==> src/rtl/piso_tx_pkg.sv <==
// Shared types and defaults for the piso_tx serial transmitter.
package piso_tx_pkg;

  localparam int WIDTH_DEFAULT = 4;

  typedef enum logic [1:0] {
    IDLE  = 2'd0,
    SHIFT = 2'd1,
    PAR   = 2'd2
  } state_t;

endpackage

==> src/rtl/piso_core.sv <==
// WIDTH-bit loadable left-shift register; zeros enter at the LSB, MSB is the serial tap.
module piso_core
  import piso_tx_pkg::*;
#(
  parameter int WIDTH = WIDTH_DEFAULT
) (
  input  logic             clk,
  input  logic             rst_n,
  input  logic             load,
  input  logic             shift_en,
  input  logic [WIDTH-1:0] d,
  output logic             msb,
  output logic [WIDTH-1:0] q
);

  logic [WIDTH-1:0] sr_q;

  // Load wins over shift so a streamed word replaces the last bit cleanly.
  always_ff @(posedge clk or negedge rst_n) begin
    if (!rst_n) begin
      sr_q <= '0;
    end else if (load) begin
      sr_q <= d;
    end else if (shift_en) begin
      sr_q <= {sr_q[WIDTH-2:0], 1'b0};
    end
  end

  assign q   = sr_q;
  assign msb = sr_q[WIDTH-1];

endmodule

==> src/rtl/piso_tx_ctrl.sv <==
// Serial transmit controller: valid/ready word intake, MSB-first framing with start/end strobes.
// Optional even-parity bit per frame when PARITY_EN is defined.
module piso_tx_ctrl
  import piso_tx_pkg::*;
#(
  parameter int WIDTH = WIDTH_DEFAULT
) (
  input  logic             clk,
  input  logic             reset,
  input  logic             din_valid,
  input  logic [WIDTH-1:0] din,
  output logic             din_ready,
  input  logic             pause,
  output logic             sout,
  output logic             sout_valid,
  output logic             frame_start,
  output logic             frame_end,
  output logic             busy
);

  localparam int            CW       = $clog2(WIDTH);
  localparam logic [CW-1:0] CNT_LAST = CW'(WIDTH - 1);

  state_t          state_q, state_d;
  logic [CW-1:0]   cnt_q, cnt_d;
  logic            accept;
  logic            last_bit;
  logic            core_msb;
  logic [WIDTH-1:0] core_q;
  logic            shift_en;
  logic            unused_q;

  assign din_ready = !pause && ((state_q == IDLE) || last_bit);
  assign accept    = din_valid && din_ready;
  assign shift_en  = !pause && (state_q == SHIFT) && !accept;
  assign unused_q  = ^core_q;

  piso_core #(.WIDTH(WIDTH)) u_core (
    .clk      (clk),
    .rst_n    (reset),
    .load     (accept),
    .shift_en (shift_en),
    .d        (din),
    .msb      (core_msb),
    .q        (core_q)
  );

`ifdef PARITY_EN
  logic parity_q;

  always_ff @(posedge clk or negedge reset) begin
    if (!reset) begin
      parity_q <= 1'b0;
    end else if (accept) begin
      parity_q <= ^din;
    end
  end

  assign last_bit = (state_q == PAR);
  assign sout     = (state_q == PAR) ? parity_q : core_msb;
`else
  assign last_bit = (state_q == SHIFT) && (cnt_q == CNT_LAST);
  assign sout     = core_msb;
`endif

  always_ff @(posedge clk or negedge reset) begin
    if (!reset) begin
      state_q <= IDLE;
      cnt_q   <= '0;
    end else begin
      state_q <= state_d;
      cnt_q   <= cnt_d;
    end
  end

  // cnt returns to 0 whenever a frame's data bits finish, so it never wraps.
  always_comb begin
    state_d = state_q;
    cnt_d   = cnt_q;
    if (!pause) begin
      case (state_q)
        IDLE: begin
          if (accept) begin
            state_d = SHIFT;
            cnt_d   = '0;
          end
        end
        SHIFT: begin
          if (cnt_q == CNT_LAST) begin
            cnt_d = '0;
`ifdef PARITY_EN
            state_d = PAR;
`else
            state_d = accept ? SHIFT : IDLE;
`endif
          end else begin
            cnt_d = cnt_q + 1'b1;
          end
        end
`ifdef PARITY_EN
        PAR: begin
          cnt_d   = '0;
          state_d = accept ? SHIFT : IDLE;
        end
`endif
        default: begin
          state_d = IDLE;
          cnt_d   = '0;
        end
      endcase
    end
  end

  assign busy        = (state_q != IDLE);
  assign sout_valid  = !pause && busy;
  assign frame_start = sout_valid && (state_q == SHIFT) && (cnt_q == '0);
  assign frame_end   = sout_valid && last_bit;

endmodule

==> config.mk <==
export PLATFORM = sky130hd
export DESIGN_NAME = piso_tx_ctrl
export DESIGN_NICKNAME = d
export VERILOG_FILES = /design/src/rtl/piso_tx_pkg.sv /design/src/rtl/piso_core.sv /design/src/rtl/piso_tx_ctrl.sv
export SDC_FILE = /design/constraint.sdc
export NUM_CORES = 1
export LEC_CHECK = 0
export CAP_MARGIN = 15
export CORE_MARGIN = 3
export CORE_UTILIZATION = 25
export CTS_CLUSTER_DIAMETER = 30
export CTS_CLUSTER_SIZE = 12
export DETAILED_ROUTE_END_ITERATION = 10
export SYNTH_ARGS = -nofsm -noshare
export SYNTH_HDL_FRONTEND = slang
export SYNTH_SLANG_ARGS = --single-unit
==> constraint.sdc <==
create_clock -name clk -period 3.1 [get_ports clk]
set_input_delay 0.465 -clock clk [delete_from_list [all_inputs] [get_ports clk]]
set_output_delay 0.465 -clock clk [all_outputs]
set_load 0.01 [all_outputs]
Word level (Yosys, flattened, before mapping)
Index checks and enable logic that the tools add are counted.
- logic and storage cells: 36
- bits in registers: 8
- output and inout port bits: 6
- bits of input ports: 8
- add/subtract/negate cells: 1
- bitwise gates (word level): 1
- multiplexer cells: 9
- equality and inequality tests: 4
- reduce and logical (&&, ||, !) cells: 18
- operators by type and width (cell ; count):
    $logic_and A1 B1 Y1 ; 9
    $mux W2 ; 4
    $mux W4 ; 2
    $pmux W2 S2 ; 2
    $logic_not A2 Y1 ; 2
    $reduce_bool A2 Y1 ; 2
    $reduce_and A3 Y1 ; 1
    $add A2 B1 Y2 const B ; 1
    $eq A2 B1 Y1 const B ; 1
    $eq A2 B2 Y1 const B ; 1
    $logic_not A1 Y1 ; 2
    $ne A2 B1 Y1 const B ; 1
    $ne A2 B2 Y1 const B ; 1
    $reduce_and A2 Y1 ; 1
    $logic_or A1 B1 Y1 ; 1
    $mux W1 ; 1
    $not A1 Y1 ; 1

Depth between registers and ports, before layout
- word-level depth: 9
- depth in mapped cells: 4

By module
A second synthesis with hierarchy kept.
- cell total of the unflattened synthesis: 37
- area total of the unflattened synthesis: 386.6 um^2
- by module, submodules not included (module ; sequential area each (um^2) ; area each (um^2) ; instances ; cells an instance):
    piso_tx_ctrl ; 75.1 ; 210.2 ; 1 ; 21
    piso_core ; 100.1 ; 176.4 ; 1 ; 16

Least setup slack after synthesis
Ideal clock, no wire load.
- kind: reg-to-output
- start point: register cnt_q[0]
- end point: output din_ready
- required time: 2635 ps
- setup slack: 1644 ps
- arrival time: 991 ps
- stages on the path, launching flop included: 4
- cell sequence: dfrtp_1 > ha_1 > nand2b_1 > and2b_4
- word-level cells in the longest chain between the ends: 4
- ends and longest elaborated chain (item ; line ; RTL):
    from (decl) ; piso_tx_ctrl.sv:25 ; logic [CW-1:0] cnt_q, cnt_d;
    from (signal assigned) ; piso_tx_ctrl.sv:72 ; cnt_q <= cnt_d;
    $eq A2 B2 Y1 ; piso_tx_ctrl.sv:62 ; assign last_bit = (state_q == SHIFT) && (cnt_q == CNT_LAST);
    $logic_and A1 B1 Y1 ; piso_tx_ctrl.sv:62 ;
    $logic_or A1 B1 Y1 ; piso_tx_ctrl.sv:33 ; assign din_ready = !pause && ((state_q == IDLE) || last_bit);
    $logic_and A1 B1 Y1 ; piso_tx_ctrl.sv:33 ;
    to (decl) ; piso_tx_ctrl.sv:12 ; output logic din_ready,
No other way between the ends.

Worst setup path after layout
- start point: input pause
- end point: output frame_end
- word-level cells in the longest chain between the ends: 3
- ends and longest elaborated chain (item ; line ; RTL):
    from (decl) ; piso_tx_ctrl.sv:13 ; input logic pause,
    $logic_not A1 Y1 ; piso_tx_ctrl.sv:115 ; assign sout_valid = !pause && busy;
    $logic_and A1 B1 Y1 ; piso_tx_ctrl.sv:115 ;
    $logic_and A1 B1 Y1 ; piso_tx_ctrl.sv:117 ; assign frame_end = sout_valid && last_bit;
    to (decl) ; piso_tx_ctrl.sv:17 ; output logic frame_end,
No other way between the ends.

==> impl_summary.md <==
Synthesis
The Yosys warning count is 0. Synthesis handed over a netlist of 34 instances. The synthesized design contains 7 register bits. The total standard cell area after synthesis is 375 um2. The number of distinct library cells after synthesis is 16. The average instance area after synthesis is 11.0 um2. The share of the Yosys chip area taken by registers is 0.467. The number of nets in the synthesized netlist is 44.

Clock tree
The root buffer selected by CTS is clkbuf_4. The clock insertion delay at the later pin of the skew report is 250 ps. TritonCTS built the clock tree.

The number of buffers inserted to repair setup after CTS is 0. The number of buffers on the longest clock path is 2. The number of hold buffers added after CTS was 0. In this run, CTS created clock tree buffers numbering 3.

In this run the number of H-tree levels came out at 1. The number of clock sinks seen by CTS is 7. The number of cells upsized or downsized after cts is 0. After clock tree synthesis, the clock-pin slew on the worst setup and hold paths is 60 ps.

Cells and area
Leaving out fill and tap cells, the most frequent cells in the layout are clkdlybuf4s50_1, dfrtp_1, and2_1. The layout net count is 62. The finished layout holds 66 standard cells, fillers aside.

The share of final-layout standard cells stronger than drive strength 1 is 0.157. The most common library cell in the layout ignoring fill and taps is clkdlybuf4s50_1. From synthesis to final layout, the design area changed by 46.7%. The count of inserted antenna diode cells is 0.

GRT
The first-pass GRT wire length is 1590 um. The maximum number of pins on one net before global-route repair is 9. Across every metal layer, demand over resource in global routing totals 0.112. For met2 alone, demand over resource in global routing was 0.149. The met3 layer usage reported by global route is 0.0558. The busiest metal layer after global routing is met1. For met1 alone, demand over resource in global routing was 0.150.

The number of global-route vias before repair is 332. The number of antenna violations at the first check in global routing is 0. After global routing the overflow that remains totals 0.

Route
The number of vias per cell after detailed routing is 4.98. The routed via count is 329. The initial DRC count is 9. In the final routed layout, each cell accounts on average for 13.6 um. Before antenna repair, the detailed router went through 4 iterations. The sum of routed wire length over all layers is 897 um. The number of nets with antenna violations after routing is 0.

In the routed design, unresolved DRC markers number 0.

Hold path
The worst hold path belongs to the class in2async.

Power
The total power divided by cell area is 804 nW/um2. The cell leakage power is 0.250 nW. Summing internal, switching and leakage power gives 0.000443 W. The highest ir drop seen on vdd is 220 uV.

Timing
The worst-case clock skew is 4.19 ps. Setup repair after global routing left no endpoint under its margin. The final period demand of the worst path is 2370 ps. The count of final hold-check violations is 0.

The highest clock frequency the design can meet is 422 MHz. The setup TNS after final layout is 0 ps. The worst slew margin relative to its limit is 0.710.

Setup violations remaining at the end of the flow were counted as 0. For the pin with the worst max-slew slack, the measured transition is 435 ps. The final count of pins violating max slew was 0. Of the available clock period, the critical path in the final layout requires 0.764.

Die
The initial utilization of the core area, before any placement, comes to 0.278. The overall die height is 44.8 um. The initialized floorplan defines 13 standard-cell rows.

The die covers 2000 um2. The number of top-level pins is 14. The width of the die is 44.8 um. The core area is 1350 um2.

Outcome
The run finished with clean final reports.

Placement
The congestion estimate from routability-driven global placement came to 0.707. The HPWL after detailed placement is 616 um. Port buffering added 13 buffers. The number of placed instances, taps included, is 62.

Run
The count of maximum capacitance violations is 0.

Critical path
In this run the worst path has a maximum fanout of 8. The data arrival time at the worst-slack endpoint is 1900 ps. The nature of the critical path startpoint is an input pin.

At the worst endpoint, the required time is 2630 ps. The type of destination of the critical path is an output port. The class of the most critical setup path is in2out.
## worst paths after layout
| path | from | to | slack, ps | depth (start not counted) |
|---|---|---|---|---|
| worst max-delay path | pause | frame_end | 730 | 4 |
| worst min-delay path | reset | cnt_q[0]$_DFFE_PN0P_ | 480 | 1 |
| worst max register to register | cnt_q[0]$_DFFE_PN0P_ | u_core.q[2]$_DFFE_PN0P_ | 1600 | 4 |
| worst min register to register | u_core.q[0]$_DFFE_PN0P_ | u_core.q[0]$_DFFE_PN0P_ | 510 | 1 |
| max in group asynchronous | reset | u_core.q[0]$_DFFE_PN0P_ | 2370 | 1 |
| min in group clk | u_core.q[0]$_DFFE_PN0P_ | u_core.q[0]$_DFFE_PN0P_ | 510 | 1 |
## cells in the mapped netlist
library cell	n	area, um2
and2b_4	2	20.0
a32o_1	1	10.0
dfrtp_1	7	175
a22o_2	1	10.0
nor2_2	1	6.26
o21ai_1	1	5.00
and2_1	5	31.3
a311o_1	3	30.0
nor2_1	1	3.75
nand2b_1	1	6.26
inv_1	3	11.3
a22o_1	1	8.76
nand2_2	1	6.26
o21bai_1	1	7.51
ha_1	2	25.0
and3_1	3	18.8
## flip-flops by register name (all words and copies together) (netlist names)
name and count:
u_core.q 4, cnt_q 2, state_q 1
## layer usage
layer  vias to the layer above  part of all wire
met2                        12              0.45
met4                         0                 0
li1                        156                 -
met3                         0             0.095
met5                         -                 0
met1                       161              0.45
## cells by family (layout without fill, tap and decap cells)
logic type / Yosys count / after routing / synth area share
buffers and inverters: 3 / 20 / 0.0300
flip-flops: 7 / 7 / 0.467
AO/OA/AOI/OAI: 8 / 8 / 0.190
adder cells (fa/ha/maj): 2 / 2 / 0.0667
AND/OR/NAND/NOR: 14 / 14 / 0.247
## worst max-delay path: stages
cell	delay, ps
clkdlybuf4s50_1	460
nor2_2	280
and2_1	170
clkdlybuf4s50_1	530
## power by group
part | leakage, nW | internal (W) | switching, W
clock | 0.0150 | 0.0000494 | 0.0000371
combinational | 0.145 | 0.000112 | 0.0000844
sequential | 0.0897 | 0.000132 | 0.0000278
## area by class of cell
type                    count  area, um2
fillers                   137        800
well taps                  15       18.8
repair buffers             13        130
clock buffers               4       26.3
flip-flops and latches      7        175
multi-input cells          24        189
inverters                   3       11.3
## through the flow
step           worst slack (ps)  utilization  area [um2]  hold slack [ps]
2_1_floorplan              1640            -         375              169
3_3_place_gp                764        0.388         524              485
3_5_place_dp                746        0.388         524              491
4_1_cts                     737        0.408         551              493
5_1_grt                     624        0.408         551              491
6_report                    731        0.408         551              477
No activity file was read; power rests on OpenSTA's default activity.
